===== src/rtl/sr_arb_pkg.sv =====
// Shared definitions for the SR flag arbiter: command op codes, FSM states and
// the rule for which value a flag should hold once a command has been applied.
package sr_arb_pkg;

    typedef enum logic [1:0] {
        OP_NOP = 2'b00,
        OP_CLR = 2'b01,
        OP_SET = 2'b10,
        OP_TGL = 2'b11
    } op_e;

    typedef enum logic [1:0] {
        S_IDLE  = 2'd0,
        S_ISSUE = 2'd1,
        S_CHECK = 2'd2
    } state_e;

    function automatic logic expected_q(op_e op, logic cur);
        logic res;
        case (op)
            OP_SET:  res = 1'b1;
            OP_CLR:  res = 1'b0;
            OP_TGL:  res = ~cur;
            default: res = cur;
        endcase
        return res;
    endfunction

endpackage


===== src/rtl/rr_arbiter.sv =====
// Combinational round-robin picker: first requester found when scanning from
// ptr upwards (wrapping) wins, reported both one-hot and as an index.
module rr_arbiter #(
    parameter int NREQ = 4,
    parameter int IDW  = $clog2(NREQ)
) (
    input  logic [NREQ-1:0] req,
    input  logic [IDW-1:0]  ptr,
    output logic [NREQ-1:0] grant,
    output logic [IDW-1:0]  grant_id,
    output logic            any
);

    always_comb begin
        grant    = '0;
        grant_id = '0;
        any      = 1'b0;
        for (int k = 0; k < NREQ; k++) begin
            for (int i = 0; i < NREQ; i++) begin
                if (!any && req[i] && (i == (int'(ptr) + k) % NREQ)) begin
                    any      = 1'b1;
                    grant[i] = 1'b1;
                    grant_id = IDW'(i);
                end
            end
        end
    end

endmodule


===== src/rtl/sr_flag_arbiter.sv =====
// Round-robin front end for a shared bank of SR flops: accepts one command per
// three cycles, fires a single S or R pulse, then reads the flag back.
module sr_flag_arbiter
    import sr_arb_pkg::*;
#(
    parameter int NREQ  = 4,
    parameter int NFLAG = 8,
    parameter int IDXW  = 3
) (
    input  logic                    clk,
    input  logic                    rst,
    input  logic [NREQ-1:0]         req_valid,
    input  logic [2*NREQ-1:0]       req_op,
    input  logic [IDXW*NREQ-1:0]    req_idx,
    output logic [NREQ-1:0]         req_ready,
    input  logic [NFLAG-1:0]        flag_q,
    output logic [NFLAG-1:0]        sr_s,
    output logic [NFLAG-1:0]        sr_r,
    output logic                    busy,
    output logic                    done,
    output logic [$clog2(NREQ)-1:0] done_id,
    output logic                    done_err
);

    localparam int IDW = $clog2(NREQ);

    state_e            state;
    logic [IDW-1:0]    rr_ptr;
    logic [NREQ-1:0]   grant;
    logic [IDW-1:0]    win_id;
    logic [IDW-1:0]    next_ptr;
    logic              win_any;
    op_e               sel_op;
    logic [IDXW-1:0]   sel_idx;

    logic [IDW-1:0]    cmd_id;
    op_e               cmd_op;
    logic [IDXW-1:0]   cmd_idx;
    logic              cmd_exp;
    logic [NFLAG-1:0]  pulse_s;
    logic [NFLAG-1:0]  pulse_r;

    logic              chk_pend;
    logic [IDW-1:0]    chk_id;
    op_e               chk_op;
    logic [IDXW-1:0]   chk_idx;
    logic              chk_exp;

    function automatic logic in_range(logic [IDXW-1:0] i);
        return int'(i) < NFLAG;
    endfunction

    function automatic logic flag_at(logic [NFLAG-1:0] q, logic [IDXW-1:0] i);
        logic res;
        res = 1'b0;
        for (int f = 0; f < NFLAG; f++) begin
            if (i == IDXW'(f)) res = q[f];
        end
        return res;
    endfunction

    rr_arbiter #(.NREQ(NREQ), .IDW(IDW)) u_rr (
        .req      (req_valid),
        .ptr      (rr_ptr),
        .grant    (grant),
        .grant_id (win_id),
        .any      (win_any)
    );

    assign req_ready = (state == S_IDLE && rst) ? grant : '0;
    assign busy      = (state == S_ISSUE) || (state == S_CHECK);
    assign next_ptr  = (int'(win_id) == NREQ - 1) ? '0 : win_id + 1'b1;

    always_comb begin
        sel_op  = OP_NOP;
        sel_idx = '0;
        for (int r = 0; r < NREQ; r++) begin
            if (win_id == IDW'(r)) begin
                sel_op  = op_e'(req_op[2*r +: 2]);
                sel_idx = req_idx[IDXW*r +: IDXW];
            end
        end
    end

    // An out-of-range index matches no flag, so it naturally produces no pulse.
    always_comb begin
        pulse_s = '0;
        pulse_r = '0;
        for (int f = 0; f < NFLAG; f++) begin
            if (cmd_op != OP_NOP && cmd_idx == IDXW'(f)) begin
                pulse_s[f] = cmd_exp;
                pulse_r[f] = ~cmd_exp;
            end
        end
    end

    // chk_* holds the finished command for one extra cycle so the readback
    // sees flag_q after the bank has captured the pulse.
    always_ff @(posedge clk or negedge rst) begin
        if (!rst) begin
            state    <= S_IDLE;
            rr_ptr   <= '0;
            cmd_id   <= '0;
            cmd_op   <= OP_NOP;
            cmd_idx  <= '0;
            cmd_exp  <= 1'b0;
            chk_pend <= 1'b0;
            chk_id   <= '0;
            chk_op   <= OP_NOP;
            chk_idx  <= '0;
            chk_exp  <= 1'b0;
            sr_s     <= '0;
            sr_r     <= '0;
            done     <= 1'b0;
            done_id  <= '0;
            done_err <= 1'b0;
        end else begin
            sr_s     <= '0;
            sr_r     <= '0;
            done     <= 1'b0;
            done_err <= 1'b0;
            chk_pend <= 1'b0;
            if (chk_pend) begin
                done     <= 1'b1;
                done_id  <= chk_id;
                done_err <= !in_range(chk_idx) ||
                            (chk_op != OP_NOP && flag_at(flag_q, chk_idx) != chk_exp);
            end
            case (state)
                S_IDLE: begin
                    if (win_any) begin
                        cmd_id  <= win_id;
                        cmd_op  <= sel_op;
                        cmd_idx <= sel_idx;
                        cmd_exp <= expected_q(sel_op, flag_at(flag_q, sel_idx));
                        rr_ptr  <= next_ptr;
                        state   <= S_ISSUE;
                    end
                end
                S_ISSUE: begin
                    sr_s  <= pulse_s;
                    sr_r  <= pulse_r;
                    state <= S_CHECK;
                end
                S_CHECK: begin
                    chk_pend <= 1'b1;
                    chk_id   <= cmd_id;
                    chk_op   <= cmd_op;
                    chk_idx  <= cmd_idx;
                    chk_exp  <= cmd_exp;
                    state    <= S_IDLE;
                end
                default: state <= S_IDLE;
            endcase
        end
    end

endmodule


===== config.mk =====
export PLATFORM = sky130hd
export DESIGN_NAME = sr_flag_arbiter
export DESIGN_NICKNAME = d
export VERILOG_FILES = /design/src/rtl/sr_arb_pkg.sv /design/src/rtl/rr_arbiter.sv /design/src/rtl/sr_flag_arbiter.sv
export SDC_FILE = /design/constraint.sdc
export NUM_CORES = 1
export LEC_CHECK = 0
export BUFFER_PORTS_ARGS = -buffer_cell sky130_fd_sc_hd__buf_2
export CAP_MARGIN = 20
export CORE_MARGIN = 4
export CORE_UTILIZATION = 48
export CTS_BUF_LIST = sky130_fd_sc_hd__clkbuf_8
export DETAILED_ROUTE_END_ITERATION = 12
export PLACE_DENSITY = 0.78
export SYNTH_ARGS = -nofsm -noshare
export SYNTH_HDL_FRONTEND = slang
export SYNTH_SLANG_ARGS = --single-unit

===== constraint.sdc =====
create_clock -name clk -period 2.9 [get_ports clk]
set_input_delay 0.58 -clock clk [delete_from_list [all_inputs] [get_ports clk]]
set_output_delay 0.58 -clock clk [all_outputs]
set_load 0.01 [all_outputs]

# Yosys cells after proc, flatten, opt, wreduce, memory -nomap -nowiden

Cells that the tools add are included.

Register bits: 41
Input port bits: 34

Add/subtract/negate cells: 4
Equal/unequal tests: 44
Muxes and demuxes: 99
Bitwise operators: 5
Reductions and logical operators: 72

Operators with widths:

| kind                                                                  | count |
|---|---|
| 32-bit zero test                                                      | 4 |
| 1-bit 2-to-1 mux                                                      | 70 |
| 1-bit logical AND                                                     | 41 |
| 2-bit 2-to-1 mux                                                      | 20 |
| 3-bit equality test, second input constant                            | 12 |
| 3-bit by 2-bit equality test with 1-bit output, second input constant | 6 |
| 3-bit equality test, first input constant                             | 6 |
| 8-bit 2-to-1 mux                                                      | 2 |
| 1-bit zero test                                                       | 15 |
| 3-bit 2-to-1 mux                                                      | 4 |
| 2-bit equality test, second input constant                            | 5 |
| 2-bit by 3-bit equality test with 1-bit output, first input constant  | 3 |
| 3-bit by 1-bit equality test with 1-bit output, second input constant | 3 |
| 3-bit zero test                                                       | 3 |
| 2-bit by 1-bit equality test with 1-bit output, second input constant | 4 |
| 2-bit OR reduction                                                    | 3 |
| 2-bit by 1-bit adder with 2-bit output, second input constant         | 2 |
| 2-bit adder, second input constant                                    | 2 |
| 2-bit equality test, first input constant                             | 2 |
| 2-bit zero test                                                       | 2 |
| 4-bit 2-to-1 mux                                                      | 1 |
| 2-bit case mux with 2 select lines                                    | 1 |
| 2-bit nonzero test                                                    | 2 |
| 1-bit bitwise AND, first input constant                               | 3 |
| 7 further kinds                                                       | 8 |

# Depth between registers and ports, before layout

Gate-level depths: netlist (run 1).

Depth in word-level cells: 81
Gate-level depth with buffers: 15
Depth with buffers taken out: 13

# By module

A second synthesis (run 1) with hierarchy kept.

Cell total of the unflattened synthesis: 197
Area, all modules: 2090.8 um^2

By module, submodules not included:

| module          | times used | cells each | area an instance (um^2) |
|---|---|---|---|
| sr_flag_arbiter | 1          | 163        | 1888.1 |
| rr_arbiter      | 1          | 34         | 202.7 |

# Least setup slack after synthesis (run 1)

Ideal clock, no wire load.

Kind: reg-to-reg
Start: reg rr_ptr[0]
End: reg cmd_exp
Library setup time: 0.104 ns
Data arrival time: 2.692 ns
Required time: 2.796 ns
Path slack: 0.104 ns
Cell stages (with the launch flop): 15
Cell sequence: dfrtp_1 clkbuf_1 inv_1 o22a_1 o22ai_1 nand2_1 and2_1 ha_1 buf_6 a211o_1 o211a_1 mux2i_1 a221oi_1 o21ai_1 o311ai_1

Cells in the longest elaborated chain, start to end: 81
Elaborated cells on any way between the ends: 138

RTL lines:

| what                               | RTL line               | text |
|---|---|---|
| start, declared                    | sr_flag_arbiter.sv:28  | `logic [IDW-1:0] rr_ptr;` |
| start signal, assigned             | sr_flag_arbiter.sv:136 | `rr_ptr <= next_ptr;` |
| 32-bit zero test                   | rr_arbiter.sv:20       | `if (!any && req[i] && (i == (int'(ptr) + k) % NREQ)) begin` |
| 1-bit logical AND                  | rr_arbiter.sv:20       |  |
| 1-bit 2-to-1 mux                   | rr_arbiter.sv:20       |  |
| 1-bit zero test                    | rr_arbiter.sv:20       |  |
| 1-bit logical AND (2 in series)    | rr_arbiter.sv:20       |  |
| 1-bit 2-to-1 mux                   | rr_arbiter.sv:20       |  |
| 1-bit zero test                    | rr_arbiter.sv:20       |  |
| 1-bit logical AND (2 in series)    | rr_arbiter.sv:20       |  |
| (+53 left out)                     | --                     |  |
| 2-bit zero test                    | sr_flag_arbiter.sv:78  | `if (win_id == IDW'(r)) begin` |
| 3-bit 2-to-1 mux (4 in series)     | sr_flag_arbiter.sv:78  |  |
| 3-bit zero test                    | sr_flag_arbiter.sv:57  | `if (i == IDXW'(f)) res = q[f];` |
| 1-bit 2-to-1 mux (8 in series)     | sr_flag_arbiter.sv:57  |  |
| 1-bit 2-to-1 mux                   | sr_flag_arbiter.sv:131 | `if (win_any) begin` |
| 1-bit 2-to-1 mux                   | sr_flag_arbiter.sv:129 | `case (state)` |
| 1-bit NOT                          | sr_arb_pkg.sv:23       | `OP_TGL: res = ~cur;` |
| 1-bit case mux with 3 select lines | sr_arb_pkg.sv:20       | `case (op)` |
| end signal, assigned               | sr_flag_arbiter.sv:135 | `cmd_exp <= expected_q(sel_op, flag_at(flag_q, sel_idx));` |
| end, declared                      | sr_flag_arbiter.sv:39  | `logic cmd_exp;` |

Parallel ways exist; a longest one is shown, timed or not. The select of a mux whose other input is x is not followed.
A chain may end at the register's enable or synchronous reset.

# Worst setup path after layout (run 1)

Start: reg rr_ptr[1]
End: reg cmd_exp

Cells in the longest elaborated chain, start to end: 81
Elaborated cells on any way between the ends: 138

RTL lines:

| what                                   | RTL line               | text |
|---|---|---|
| 32-bit zero test                       | rr_arbiter.sv:20       |  |
| 1-bit logical AND                      | rr_arbiter.sv:20       |  |
| 1-bit 2-to-1 mux                       | rr_arbiter.sv:20       |  |
| 1-bit zero test                        | rr_arbiter.sv:20       |  |
| 1-bit logical AND (2 in series)        | rr_arbiter.sv:20       |  |
| 1-bit 2-to-1 mux                       | rr_arbiter.sv:20       |  |
| 1-bit zero test                        | rr_arbiter.sv:20       |  |
| 1-bit logical AND (2 in series)        | rr_arbiter.sv:20       |  |
| (+53 left out)                         | --                     |  |
| via u_rr.grant_id[1]                   | rr_arbiter.sv:10       | `output logic [IDW-1:0] grant_id,` |
| 2-bit zero test                        | sr_flag_arbiter.sv:78  |  |
| 3-bit 2-to-1 mux (4 in series)         | sr_flag_arbiter.sv:78  |  |
| 3-bit zero test                        | sr_flag_arbiter.sv:57  |  |
| 1-bit 2-to-1 mux (8 in series)         | sr_flag_arbiter.sv:57  |  |
| 1-bit 2-to-1 mux                       | sr_flag_arbiter.sv:131 |  |
| 1-bit 2-to-1 mux                       | sr_flag_arbiter.sv:129 |  |
| 1-bit NOT                              | sr_arb_pkg.sv:23       |  |
| 1-bit case mux with 3 select lines (*) | sr_arb_pkg.sv:20       |  |

Mark *: on every way through the listed nets, which the timed path passes. The rest lies on a longest branch. The select of a mux whose other input is x is not followed.

==> results of run 1 <==
[logic make-up (layout without fill, tap and decap cells)]
group / count (synthesis) / after routing / synth area share, %
simple gates: 62 / 62 / 14.2
compound gates: 49 / 49 / 16.7
flops: 41 / 41 / 51.0
buf+inv: 20 / 95 / 4.48
mux: 14 / 14 / 8.83
fa+ha+maj: 7 / 7 / 4.35
xor+xnor: 1 / 1 / 0.435
[worst min path at each step]
stage	startpoint	cells after the start	end
after floorplan	rst	0	chk_exp
after global placement	chk_pend	0	done
after detailed placement	chk_pend	0	done
after CTS	rst	2	done_id[0]
after global routing	rst	2	sr_r[1]
final	rst	2	done_id[0]
[cell type report]
class	instances	share of cell area [%]
repair buffers	76	16.4
inverters	11	1.60
flip-flops and latches	41	39.7
well taps	50	2.42
clock inverters	2	1.31
multi-input cells	133	35.3
clock buffers	6	3.19
[critical path: cells and delay by family, from the launching register on]
kind | cells | cell delay (ps)
compound gates | 7 | 970
fa+ha+maj | 1 | 210
buf+inv | 3 | 420
flops | 1 | 470
simple gates | 3 | 540
[routing by layer]
metal  vias to the layer above  GRT usage, %
li1                        821             -
met1                       765          21.3
met2                        61          29.2
met3                         7          5.10
met4                         0          8.61
met5                         -             0
[state kept, by name, indices dropped and copies added (netlist names), 2 cells and up]
name,flops
chk_op,2
sr_s,8
cmd_id,2
done_id,2
cmd_idx,3
state,2
cmd_op,2
chk_idx,3
sr_r,8
chk_id,2
rr_ptr,2
[cells in the mapped netlist (all sizes together), types with 2 or more instances]
cell / n / area [um^2]
inv: 11 / 41.3
nor3: 4 / 20.0
a211o: 2 / 17.5
a211oi: 3 / 40.0
mux2i: 2 / 20.0
nand2: 23 / 88.8
nor2: 22 / 82.6
a22oi: 2 / 15.0
a21oi: 14 / 70.1
mux4: 2 / 45.0
o21ai: 12 / 60.1
nand2b: 3 / 18.8
a221oi: 3 / 32.5
clkbuf: 5 / 18.8
buf: 4 / 30.0
o211ai: 3 / 22.5
nand3b: 2 / 15.0
mux2: 10 / 113
o22ai: 2 / 12.5
dfrtp: 41 / 1030
ha: 7 / 87.6
[stage by stage]
stage               setup WS, ps  power [mW]  instances  utilization (%)  hold slack, ps
global placement            3.49        2.02        309             60.5             429
CTS                         85.1        2.54        317             63.4             406
finish                       164        2.58        319             64.2             394
global route                35.3        2.78        319             64.2             436
detailed placement         -59.2        2.07        309             60.5             441
floorplan                    104        1.71        194                -             284
[power groups by stage]
stage	logic, mW	clock network [mW]	registers (mW)
6_report	1.20	0.463	0.909
5_1_grt	1.34	0.505	0.939
4_1_cts	1.16	0.475	0.910
3_5_place_dp	1.14	0	0.922
3_3_place_gp	1.11	0	0.910
2_1_floorplan	0.847	0	0.866
[repair_timing]
item                       in CTS  in global routing
resized for setup               0                  5
setup endpoints to repair       0                  1
setup buffers                   0                  2
==> metrics.log, run 1 <==
[metrics] count of antenna-violating nets left after detailed routing: 0
[metrics] setup repair after global routing missed its margin: false
[metrics] Post-DP Area: 2440 um^2
[metrics] latest clock arrival within the worst-skew pair: 290 ps
[metrics] cell type with the highest occurrence count on the critical path: sky130_fd_sc_hd__buf_4
[metrics] combinational share of power: 46.7%
[metrics] routed wl met2: 2110 um
[metrics] async set or reset register ratio after synthesis: 100%
[metrics] sum of routed wire segments on met1: 1810 um
[metrics] final period demand of the worst path: 2740 ps
[metrics] total congestion overflow after global routing: 0
[metrics] Syn Area/Cell: 10.4 um^2
[metrics] net switching power figure: 0.959 mW
[metrics] beginning of the critical path: rr_ptr[1]
[metrics] number of iterations in the first detailed-routing pass: 4
[metrics] worst path required time: 3070 ps
[metrics] actual transition at the worst max-transition pin: 488 ps
[metrics] # clock sinks: 41
[metrics] Setup Viol. Count Final: 0
[metrics] clock-pin slew on the worst setup and hold paths: 70 ps
[metrics] EDFF count, synth: 0
[metrics] root buffer selected by CTS: sky130_fd_sc_hd__clkbuf_8
[metrics] die boundary height: 72.7 um
[metrics] endpoint of the most critical setup path: cmd_exp
[metrics] sequential cell area: 1030 um^2
[metrics] warnings from Yosys: 0
[metrics] P per Cell Area: 995 nW/um^2
[metrics] fill cell total of the finished layout: 338
[metrics] area of the multi-input gates: 915 um^2
[metrics] predominant post-synthesis flop cell: sky130_fd_sc_hd__dfrtp_1
[metrics] clock buffers created by TritonCTS: 5
[metrics] Crit Path Class: reg2reg
[metrics] Detailed Route Iter0 Violations: 63
[metrics] vias in the first global route: 1606
[metrics] maximum cell stage delay along the critical path: 470 ps
[metrics] GR Util All Layers: 17.7%
[metrics] Placer Congestion: 0.786
[metrics] number of buffer cells added on primary ports: 58
[metrics] series of cell instances along the critical path: o22a_1 > o22ai_1 > nand2_1 > and2_4 > inv_1 > ha_1 > buf_4 > nor3b_1 > buf_4 > a211oi_4 > a21oi_1 > a221oi_2 > o21ai_1 > o311ai_1
[metrics] Worst path slowest cell: sky130_fd_sc_hd__dfrtp_2
[metrics] die width: 72.7 um
[metrics] count of hold-fix buffers inserted at cts: 0
[metrics] CTS tree: built
[metrics] half-perimeter wire length of the detailed placement result: 3380 um
[metrics] CORE AREA: 4030 um^2
[metrics] Internal: 1.62 mW
[metrics] overall via count from detail_route: 1654
[metrics] clock skew after layout: 3.80 ps
[metrics] highest signal layer in the routed design: met4
[metrics] Highest Clock Rate: 366 MHz
[metrics] distinct cell type count after synthesis: 45
[metrics] Switching Fraction: 37.2%
[metrics] worst slew margin relative to its limit: 67.5%
[metrics] post-route cell area: 2590 um^2
[metrics] arrival time at the worst endpoint: 2910 ps
[metrics] Post-Syn Nets: 235
[metrics] FF+latch count, synth: 41
[metrics] worst min-delay path class: in2async
[metrics] Max-cap violations: 0
[metrics] post-route clock period utilization: 94.3%
[metrics] mean number of vias per cell: 5.18
[metrics] proportion of synthesized chip area in sequential cells: 51.0%
[metrics] post-route setup TNS: 0 ps
[metrics] summed instance area of the synthesized netlist: 2010 um^2
[metrics] number of buffers between clock root and the deepest sink: 2
[metrics] post-route DRC violation count: 0
[metrics] peak fanout along the critical path: 9
[metrics] endpoint of the lowest-slack register-to-register path: cmd_exp
[metrics] area growth from synthesis to final layout: 28.6%
[metrics] WL met3: 337 um
[metrics] initial core utilization: 49.9%
[metrics] leading cell types in the layout, fill and taps excluded: sky130_fd_sc_hd__buf_2, sky130_fd_sc_hd__dfrtp_1, sky130_fd_sc_hd__nand2_1, sky130_fd_sc_hd__nor2_1, sky130_fd_sc_hd__buf_4
[metrics] type of element capturing the critical path: register
[metrics] H-tree levels: 2
[metrics] routed wire length per instance: 13.6 um
[metrics] most frequent standard cell in the layout excluding fill and tap cells: sky130_fd_sc_hd__buf_2
[metrics] max-slew violation count: 0
[metrics] Setup crit start kind: register
[metrics] number of hold-slack violations in the final timing report: 0
[metrics] Total Routed Length: 4340 um
[metrics] reg-to-reg slack, setup: 160 ps
[metrics] number of placement rows: 23
[metrics] wire length of the first global-routing pass: 7130 um
[metrics] area enclosed by the die boundary: 5290 um^2
[metrics] layout cells sized above 1: 39.0%
[metrics] Worst Reg2Reg Path Length in Cells: 14
[metrics] fraction of power consumed by sequential logic: 35.3%
[metrics] worst vdd ir: 0.475 mV
[metrics] share of total power in the clock network: 18.0%
[metrics] worst reg2reg path startpoint: rr_ptr[1]
[metrics] Antenna Cells: 0
[metrics] total leakage power: 1.34 nW
[metrics] status: completed
[metrics] nets: 309
[metrics] number of top-level pins: 59
[metrics] cell count after synthesis: 194
[metrics] maximum number of pins on one net before global-route repair: 42
[metrics] number of antenna violations at the first check in global routing: 0
Note: power is estimated with default switching activity, not from simulation.
==> run 2: changes to the inputs <==
- clock period: 2.9 -> 2.38 ns (I/O delays scaled with it)
==> run 2 against run 1 <==
The flow now finishes with violations (negative setup slack). Clock-buffer cell count is the same. Critical path depth shrank 2. Fmax grew 4.1%. Combinational power grew 31%. Global-route usage shrank 0.81 points. Sequential power grew 22%. Hold slack lost 110 ps. Setup slack lost 410 ps. Sequential share of layout area shrank 1.3 points. Cell area grew 3.3%. Via count grew 2.5%. Critical endpoint unchanged. Cell count grew 1.6%.
==> metrics.log, run 2 (synthesis results as in run 1) <==
[metrics] WP depth: 12 (-2)
[metrics] root buffer selected by CTS: sky130_fd_sc_hd__clkbuf_8
[metrics] reg-to-reg slack, setup: -250 ps (-410 ps)
[metrics] clock-pin slew on the worst setup and hold paths: 70 ps (about the same)
[metrics] series of cell instances along the critical path: inv_2 > o22a_1 > o22ai_1 > nand2_1 > and2_4 > ha_2 > a211o_1 > o211a_4 > mux2i_1 > a221oi_2 > o21ai_1 > o311ai_1
[metrics] actual transition at the worst max-transition pin: 487 ps (-1.18 ps)
[metrics] leading cell types in the layout, fill and taps excluded: sky130_fd_sc_hd__buf_2, sky130_fd_sc_hd__dfrtp_1, sky130_fd_sc_hd__buf_4, sky130_fd_sc_hd__nor2_1, sky130_fd_sc_hd__nand2_1
[metrics] number of buffer cells added on primary ports: 58 (unchanged)
[metrics] area enclosed by the die boundary: 5290 um^2 (unchanged)
[metrics] final period demand of the worst path: 2630 ps (-109 ps)
[metrics] Setup crit start kind: register
[metrics] most frequent standard cell in the layout excluding fill and tap cells: sky130_fd_sc_hd__buf_2
[metrics] Worst path top cell family by delay: compound AO/OA/AOI/OAI gates
[metrics] number of hold-slack violations in the final timing report: 0 (unchanged)
[metrics] layout cells sized above 1: 43.4% (+4.4 points)
[metrics] post-route clock period utilization: 110% (+16 points)
[metrics] failing checks: negative setup slack
[metrics] max-slew violation count: 0 (unchanged)
[metrics] area growth from synthesis to final layout: 32.8%
[metrics] Placer Congestion: 0.781 (-0.59%)
[metrics] number of placement rows: 23 (unchanged)
[metrics] wire length of the first global-routing pass: 6910 um (-3.0%)
[metrics] peak fanout along the critical path: 7 (-2)
[metrics] Total Routed Length: 4300 um (-0.88%)
[metrics] total chip power: 3.25 mW (+26%)
[metrics] routed wire length per instance: 13.3 um (-2.4%)
[metrics] arrival time at the worst endpoint: 2820 ps (-90 ps)
[metrics] Worst Reg2Reg Path Length in Cells: 12 (-2)
[metrics] overall via count from detail_route: 1696 (+2.5%)
[metrics] total leakage power: 1.36 nW (+1.6%)
[metrics] clock buffers created by TritonCTS: 5 (unchanged)
[metrics] beginning of the critical path: rr_ptr[0]
[metrics] vias in the first global route: 1591 (-0.93%)
[metrics] nets: 314 (+1.6%)
[metrics] number of top-level pins: 59 (unchanged)
[metrics] Final WS setup: -247 ps (-411 ps)
[metrics] mean number of vias per cell: 5.23 (+0.96%)
[metrics] number of buffers between clock root and the deepest sink: 2 (unchanged)
[metrics] worst vdd ir: 0.539 mV (+13%)
[metrics] worst min-delay path class: in2async
[metrics] Highest Clock Rate: 381 MHz (+4.1%)
[metrics] die boundary height: 72.7 um (unchanged)
[metrics] Crit Path Class: reg2reg
[metrics] count of hold-fix buffers inserted at cts: 0 (unchanged)
[metrics] Placed Cells incl. Taps: 314 (+1.6%)
[metrics] Antenna Cells: 0 (unchanged)
[metrics] biggest registers after layout: sr_r x8, sr_s x8
[metrics] Post-DP Area: 2510 um^2 (+3.0%)
[metrics] worst setup slack after placement: -438 ps (-379 ps)
[metrics] total congestion overflow after global routing: 0 (unchanged)
[metrics] count of antenna-violating nets left after detailed routing: 0 (unchanged)
[metrics] final worst hold slack: 288 ps (-106 ps)
[metrics] maximum cell stage delay along the critical path: 430 ps (-40 ps)
[metrics] worst reg2reg path startpoint: rr_ptr[0]
[metrics] worst path required time: 2570 ps (-500 ps)
[metrics] CTS tree: built
[metrics] worst slew margin relative to its limit: 67.6% (+0.079 points)
[metrics] status: complete, but fails checks
[metrics] Worst path slowest cell: sky130_fd_sc_hd__dfrtp_1
[metrics] initial core utilization: 49.9% (unchanged)
[metrics] Non-Filler Instances: 324 (+1.6%)
[metrics] clock skew after layout: 5.69 ps (+1.89 ps)
[metrics] Detailed Route Iter0 Violations: 125 (+98%)
[metrics] post-route DRC violation count: 0 (unchanged)
[metrics] endpoint of the lowest-slack register-to-register path: cmd_exp
[metrics] die width: 72.7 um (unchanged)
[metrics] post-route setup TNS: -247 ps (-247 ps)
[metrics] CORE AREA: 4030 um^2 (unchanged)
[metrics] type of element capturing the critical path: register
[metrics] endpoint of the most critical setup path: cmd_exp
[metrics] setup repair after global routing missed its margin: true
[metrics] H-tree levels: 2 (unchanged)
[metrics] Max-cap violations: 0 (unchanged)
[metrics] # clock sinks: 41 (unchanged)
[metrics] Buf/Inv on CP: 1 (-2)
[metrics] maximum number of pins on one net before global-route repair: 42 (unchanged)
[metrics] GR Util All Layers: 16.9% (-0.81 points)
[metrics] P per Cell Area: 1210 nW/um^2 (+22%)
[metrics] final core area utilization: 66.3% (+2.1 points)
[metrics] Setup Viol. Count Final: 1 (+1)
[metrics] latest clock arrival within the worst-skew pair: 300 ps (about the same)
[metrics] half-perimeter wire length of the detailed placement result: 3250 um (-3.7%)
[metrics] number of antenna violations at the first check in global routing: 0 (unchanged)
[metrics] number of iterations in the first detailed-routing pass: 4 (unchanged)
[metrics] post-route cell area: 2670 um^2 (+3.3%)
[run 2: metal layers]
metal / track usage (%) / part of all wire, %
met1: 19.6 / 41
met2: 27.9 / 48
met3: 4.96 / 7.7
met4: 9.63 / 3.1
met5: 0 / 0
[run 2: power breakdown]
part	switching (mW)	internal (mW)	total [mW]	leakage (nW)
Clock	0.226	0.337	0.563	0.0626
Sequential	0.193	0.922	1.11	0.532
Combinational	0.774	0.794	1.57	0.769
[run 2: final cells by class]
type,instances,area (um^2)
timing repair buffer,81,463
tap,50,62.6
sequential,41,1030
clock buffer,6,82.6
multi-input combinational,133,962
inverter,11,41.3
fill,329,1360
clock inverter,2,33.8
[run 2: worst min path at each step]
stage,start,end,slack (ps)
2_1_floorplan,rst,chk_exp,180
6_report,rst,done,290
4_1_cts,rst,done,310
3_3_place_gp,chk_pend,done,430
3_5_place_dp,chk_pend,done,440
5_1_grt,rst,state[1],340
[run 2: what timing repair did]
action / 4_1_cts / 5_1_grt
cloned: 0 / 0
endpoints found under the setup margin: 1 / 5
hold endpoints to repair: 0 / 0
gates resized for setup: 2 / 6
setup buffers: 1 / 1
pin swaps: 1 / 3
